==> src/rtl/cla_div_pkg.sv <==
// Shared types and sizes for the sequential restoring divider.
package cla_div_pkg;

  localparam int DIV_WIDTH = 32;
  localparam int DIV_CNT_W = 5;

  typedef enum logic [1:0] {
    IDLE = 2'd0,
    BUSY = 2'd1,
    DONE = 2'd2
  } div_state_t;

endpackage : cla_div_pkg

==> src/rtl/cla.sv <==
// 32-bit carry-lookahead adder: eight 4-bit lookahead groups chained on group carry.
module cla (
  input  logic [31:0] a,
  input  logic [31:0] b,
  input  logic        cin,
  output logic [31:0] sum
);

  logic [31:0] g;
  logic [31:0] p;
  logic [31:0] c;

  assign g    = a & b;
  assign p    = a ^ b;
  assign c[0] = cin;

  for (genvar k = 0; k < 8; k++) begin : g_grp
    localparam int B = 4 * k;
    assign c[B+1] = g[B] | (p[B] & c[B]);
    assign c[B+2] = g[B+1] | (p[B+1] & g[B]) | (p[B+1] & p[B] & c[B]);
    assign c[B+3] = g[B+2] | (p[B+2] & g[B+1]) | (p[B+2] & p[B+1] & g[B])
                  | (p[B+2] & p[B+1] & p[B] & c[B]);
    // The top group's carry-out is not needed; callers rebuild it from sum[31].
    if (k < 7) begin : g_next
      assign c[B+4] = g[B+3] | (p[B+3] & g[B+2]) | (p[B+3] & p[B+2] & g[B+1])
                    | (p[B+3] & p[B+2] & p[B+1] & g[B])
                    | (p[B+3] & p[B+2] & p[B+1] & p[B] & c[B]);
    end
  end

  assign sum = p ^ c;

endmodule : cla

==> src/rtl/cla_divider_seq.sv <==
// Unsigned 32-bit restoring divider (divu/remu), one quotient bit per cycle,
// using a single cla instance as the trial subtractor.
module cla_divider_seq
  import cla_div_pkg::*;
(
  input  logic                 clk,
  input  logic                 rst_n,
  input  logic                 i_flush,
  input  logic                 i_valid,
  output logic                 o_in_ready,
  input  logic [DIV_WIDTH-1:0] i_dividend,
  input  logic [DIV_WIDTH-1:0] i_divisor,
  output logic                 o_valid,
  input  logic                 i_out_ready,
  output logic [DIV_WIDTH-1:0] o_quotient,
  output logic [DIV_WIDTH-1:0] o_remainder,
  output logic                 o_busy
);

  // Handshakes: a transfer happens on a rising edge where valid and ready are
  // both high. o_in_ready/o_valid are registered from state only, and i_flush
  // overrides any transfer in the same cycle.

  div_state_t           state;
  logic [DIV_WIDTH-1:0] dq;
  logic [DIV_WIDTH-1:0] dvs;
  logic [DIV_WIDTH-1:0] rem;
  logic [DIV_CNT_W-1:0] cnt;

  logic [DIV_WIDTH-1:0] shifted;
  logic [DIV_WIDTH-1:0] trial_b;
  logic [DIV_WIDTH-1:0] cla_sum;
  logic [DIV_WIDTH-1:0] rem_next;
  logic [DIV_WIDTH-1:0] dq_next;
  logic                 msb_out;
  logic                 c31;
  logic                 cout;
  logic                 take;

  assign shifted = {rem[DIV_WIDTH-2:0], dq[DIV_WIDTH-1]};
  assign msb_out = rem[DIV_WIDTH-1];
  assign trial_b = ~dvs;

  cla u_cla (
    .a   (shifted),
    .b   (trial_b),
    .cin (1'b1),
    .sum (cla_sum)
  );

  // Recover the adder's carry-out; a carry means shifted >= dvs. A bit shifted
  // out of rem means the 33-bit partial remainder already exceeds dvs.
  assign c31      = cla_sum[DIV_WIDTH-1] ^ shifted[DIV_WIDTH-1] ^ trial_b[DIV_WIDTH-1];
  assign cout     = (shifted[DIV_WIDTH-1] & trial_b[DIV_WIDTH-1])
                  | ((shifted[DIV_WIDTH-1] | trial_b[DIV_WIDTH-1]) & c31);
  assign take     = msb_out | cout;
  assign rem_next = take ? cla_sum : shifted;
  assign dq_next  = {dq[DIV_WIDTH-2:0], take};

  always_ff @(posedge clk or negedge rst_n) begin
    if (!rst_n) begin
      state       <= IDLE;
      dq          <= '0;
      dvs         <= '0;
      rem         <= '0;
      cnt         <= '0;
      o_in_ready  <= 1'b1;
      o_valid     <= 1'b0;
      o_busy      <= 1'b0;
      o_quotient  <= '0;
      o_remainder <= '0;
    end else if (i_flush) begin
      state      <= IDLE;
      cnt        <= '0;
      o_in_ready <= 1'b1;
      o_valid    <= 1'b0;
      o_busy     <= 1'b0;
    end else begin
      case (state)
        IDLE: begin
          if (i_valid) begin
            dq         <= i_dividend;
            dvs        <= i_divisor;
            rem        <= '0;
            cnt        <= '0;
            state      <= BUSY;
            o_in_ready <= 1'b0;
            o_busy     <= 1'b1;
          end
        end
        BUSY: begin
          rem <= rem_next;
          dq  <= dq_next;
          cnt <= cnt + {{(DIV_CNT_W-1){1'b0}}, 1'b1};
          if (cnt == {DIV_CNT_W{1'b1}}) begin
            o_quotient  <= dq_next;
            o_remainder <= rem_next;
            state       <= DONE;
            o_busy      <= 1'b0;
            o_valid     <= 1'b1;
          end
        end
        DONE: begin
          if (i_out_ready) begin
            state      <= IDLE;
            o_valid    <= 1'b0;
            o_in_ready <= 1'b1;
          end
        end
        default: begin
          state      <= IDLE;
          cnt        <= '0;
          o_in_ready <= 1'b1;
          o_valid    <= 1'b0;
          o_busy     <= 1'b0;
        end
      endcase
    end
  end

endmodule : cla_divider_seq

==> config.mk <==
export PLATFORM = sky130hd
export DESIGN_NAME = cla_divider_seq
export DESIGN_NICKNAME = d
export VERILOG_FILES = /design/src/rtl/cla_div_pkg.sv /design/src/rtl/cla.sv /design/src/rtl/cla_divider_seq.sv
export SDC_FILE = /design/constraint.sdc
export NUM_CORES = 1
export LEC_CHECK = 0
export ABC_AREA = 1
export BUFFER_PORTS_ARGS = -buffer_cell sky130_fd_sc_hd__buf_2
export CAP_MARGIN = 20
export CORE_MARGIN = 2
export CORE_UTILIZATION = 57
export DETAILED_ROUTE_END_ITERATION = 8
export PLACE_DENSITY = 0.82
export SYNTH_ARGS = -nofsm -noshare
export SYNTH_HDL_FRONTEND = slang
export SYNTH_SLANG_ARGS = --single-unit
==> constraint.sdc <==
create_clock -name clk -period 3.6 [get_ports clk]
set_clock_uncertainty 0.1 [all_clocks]
set_input_delay 0 -clock clk [delete_from_list [all_inputs] [get_ports clk]]
set_output_delay 0 -clock clk [all_outputs]
set_load 0.05 [all_outputs]
==> summary.md <==
| Metric | Value |
|---|---|
| Max-slew violation count | 0 |
| CTS tree | done |
| Htree depth | 4 |
| Share of cells above drive strength 1 | 16.4% |
| Tmin final | between 3 and 4 ns |
| Worst Path Buf+Inv | 0 |
| Post-DP Area | 9370 µm² |
| Clock Sink Count | 170 |
| Int Pwr | around 4.2 mW |
| Run status | completed |
| Upper clock frequency limit | 312 MHz |
| Initial antenna violation count | 0 |
| Sw Share | 32.7% |
| Net switching power | just over 2 mW |
| Worst Hold Class | input pin to async pin |
| WL final | 20.6 mm |
| Initial Util | 58.6% |
| Num CTS Buffers | 17 |
| Yosys top cell area share | 49.5% |
| Clock Power Share | approximately a third |
| Crit share post-route | 89.0% |
| Max cap viols | 0 |
| CP Max Fanout | 32 |
| Post-synth EDFFs | 0 |
| Via density | 5.25 |
| Nets | 1335 |
| Row Count | 44 |
| Seq/Total Area, Yosys | between 40% and 50% |
| Top Family by Delay on Critical Path | simple AND/OR/NAND/NOR gates |
| Vias in the first global route | 7527 |
| Top_reg_cell synth | dfrtp_1 |
| Io pins | ~140 |
| Post-route cell area | 10700 µm² |
| Yosys cell types | 35 |
| Worst hold margin | 0.0284 ns |
| Combinational power share | between 20% and 30% |
| Post-synthesis register bit count | 170 |
| Slowest-stage cell, CP | dfrtp_1 |
| Post-Syn Area | 8550 µm² |
| Initial drt markers | 552 |
| Slew @ Worst Pin | 0.927 ns |
| Diode count | 0 |
| Synth area leaders | dfrtp_1 49%, nand2_1 16%, o21ai_0 7.5% |
| Kind of critical path | flip-flop to flip-flop |
| Die Area | 16000 µm² |
| Final Setup Violations | 0 |
| Port bufs | around 140 |
| Clock buffer depth | 2 |
| Post-DP HPWL | 12.7 mm |
| Routed Antenna Nets | 0 |
| Leakage | 5.87 nW |
| Drt pass-1 iters | 5 |
| Clock slew at reported path FFs | approximately 0.060 ns |
| Die Ht | 126 µm |
| Synth Area per Inst | 8.24 µm² |
| CP endpoint kind | flip-flop |
| Fillers | 1083 |
| Drt drc | 0 |
| CP startpoint kind | flip-flop |
| Grt ovf | 0 |
| Postcts setup bufs | 0 |
| Area growth syn-to-layout | 25.5% |
| Final count of hold timing violations | 0 |
| Via count | 7461 |
| Largest net degree at the start of global routing | 70 |
| Syn nets | 1148 |
| Synth warnings | 0 |
| Sequential Power Share | 38.3% |
| RSZ-0062 raised after global routing | no |
| Later-pin clock latency in the skew report | 0.43 ns |
| Cell count after synthesis | 1038 |
| PwrDens | 584 nW/µm² |
| Max VDD drop | 0.377 mV |
| Core Footprint | roughly 15000 µm² |
| Crit path largest cell delay | approximately 0.4 ns |
| Slew HR | 38.1% |
| Die X | 126 µm |
| Post-synth ARST share | 100% |
| Arrival time worst endpoint | 3.42 ns |
| Critical Path RT | 3.82 ns |
| Routability congestion estimate | between 0.8 and 0.9 |
| Setup_tns | 0 ns |
| GRT Util Overall | 27.2% |
| CTS root buf | clkbuf_16 |
| Post-synth top area cell | dfrtp_1 |
| First-pass GRT wire length | around 35 mm |
| Wirelength per Cell | 14.5 µm |
==> metal layers <==
| metal | global-route usage (%) | vias to the layer above | part of all wire, % |
|---|---|---|---|
| met2 | 44.5 | 250 | 48 |
| li1 | - | 3677 | - |
| met4 | 9.63 | 0 | 1.7 |
| met3 | 4.68 | 27 | 6.0 |
| met1 | 36.8 | 3507 | 44 |
| met5 | 0 | - | 0 |
==> repair_timing <==
action,4_1_cts,5_1_grt
hold buffers,69,0
endpoints found under the hold margin,136,0
gates resized for setup,0,0
==> layout by cell type, fill, tap and decap left out, types with 9 or more instances in the layout <==
master         instances
nand3b_1              23
xnor2_1               13
a21oi_1               20
o21ai_0              128
buf_4                 12
buf_2                134
inv_1                 96
nand3_1               69
dlygate4sd3_1         69
clkbuf_16             17
ha_1                  34
nor2_1                24
nand2_1              355
dfrtp_1              169
nand2_2                9
==> path summary, 6_finish.rpt <==
check	start	endpoint	slack, ns	cells after the start
worst max-delay path	rem[2]	rem[15]	0.40	25
worst min-delay path	rst_n	o_quotient[21]	0.03	2
worst max register to register	rem[2]	rem[15]	0.40	25
worst min register to register	o_quotient[21]	o_quotient[21]	0.38	2
max in group asynchronous	rst_n	o_quotient[12]	2.43	3
min in group clk	i_divisor[30]	dvs[30]	0.21	4
==> Yosys cell counts, drive strengths merged (3+ instances only) <==
cell type	number
fa	7
o21ai	129
nand3b	23
xnor2	13
buf	14
clkbuf	34
clkinv	3
ha	34
xor2	8
nor2	29
a21oi	20
nand2	372
inv	96
dfrtp	169
nand3	69
==> logic make-up after synthesis <==
| kind of cell | count (synthesis) | share of synthesized area, % |
|---|---|---|
| buffers and inverters | 147 | 6.72 |
| adders and majority gates | 41 | 6.61 |
| DFF | 170 | 49.8 |
| xor gates and xnor gates | 21 | 2.15 |
| AOI/OAI and AO/OA | 161 | 9.83 |
| and+or+nand+nor | 498 | 24.9 |
==> registers in the layout, summed over array words and instances (netlist names) <==
register and cells:
cnt 5, dvs 32, o_in_ready 1, o_valid 1
state 2, o_busy 1, rem 32, dq 32
o_remainder 32, o_quotient 32
==> per-stage QoR <==
stage          std cells  setup WS, ns  util [%]  power [mW]
2_1_floorplan       1038         0.925         -        3.68
5_1_grt             1421         0.147      73.6        6.67
3_5_place_dp        1321         0.459      64.2        4.12
3_3_place_gp        1321         0.527      64.2        4.05
4_1_cts             1421         0.415      73.6        6.28
6_report            1421         0.396      73.6        6.27
==> cell type report <==
cell class | count | area [µm²] | area share, %
flip-flops and latches | 170 | 4260 | 39.6
multi-input cells | 721 | 3740 | 34.9
repair buffers | 216 | 1460 | 13.6
clock buffers | 19 | 453 | 4.22
inverters | 99 | 372 | 3.46
well taps | 184 | 230 | 2.14
clock inverters | 12 | 220 | 2.05
==> power groups by stage <==
stage	Sequential, mW	Combinational (mW)	Clock [mW]
floorplan	2.49	1.19	0
global placement	2.42	1.64	0
detailed placement	2.43	1.69	0
CTS	2.40	1.78	2.11
global route	2.44	2.04	2.19
finish	2.40	1.79	2.09
No activity file was read; power rests on OpenSTA's default activity.
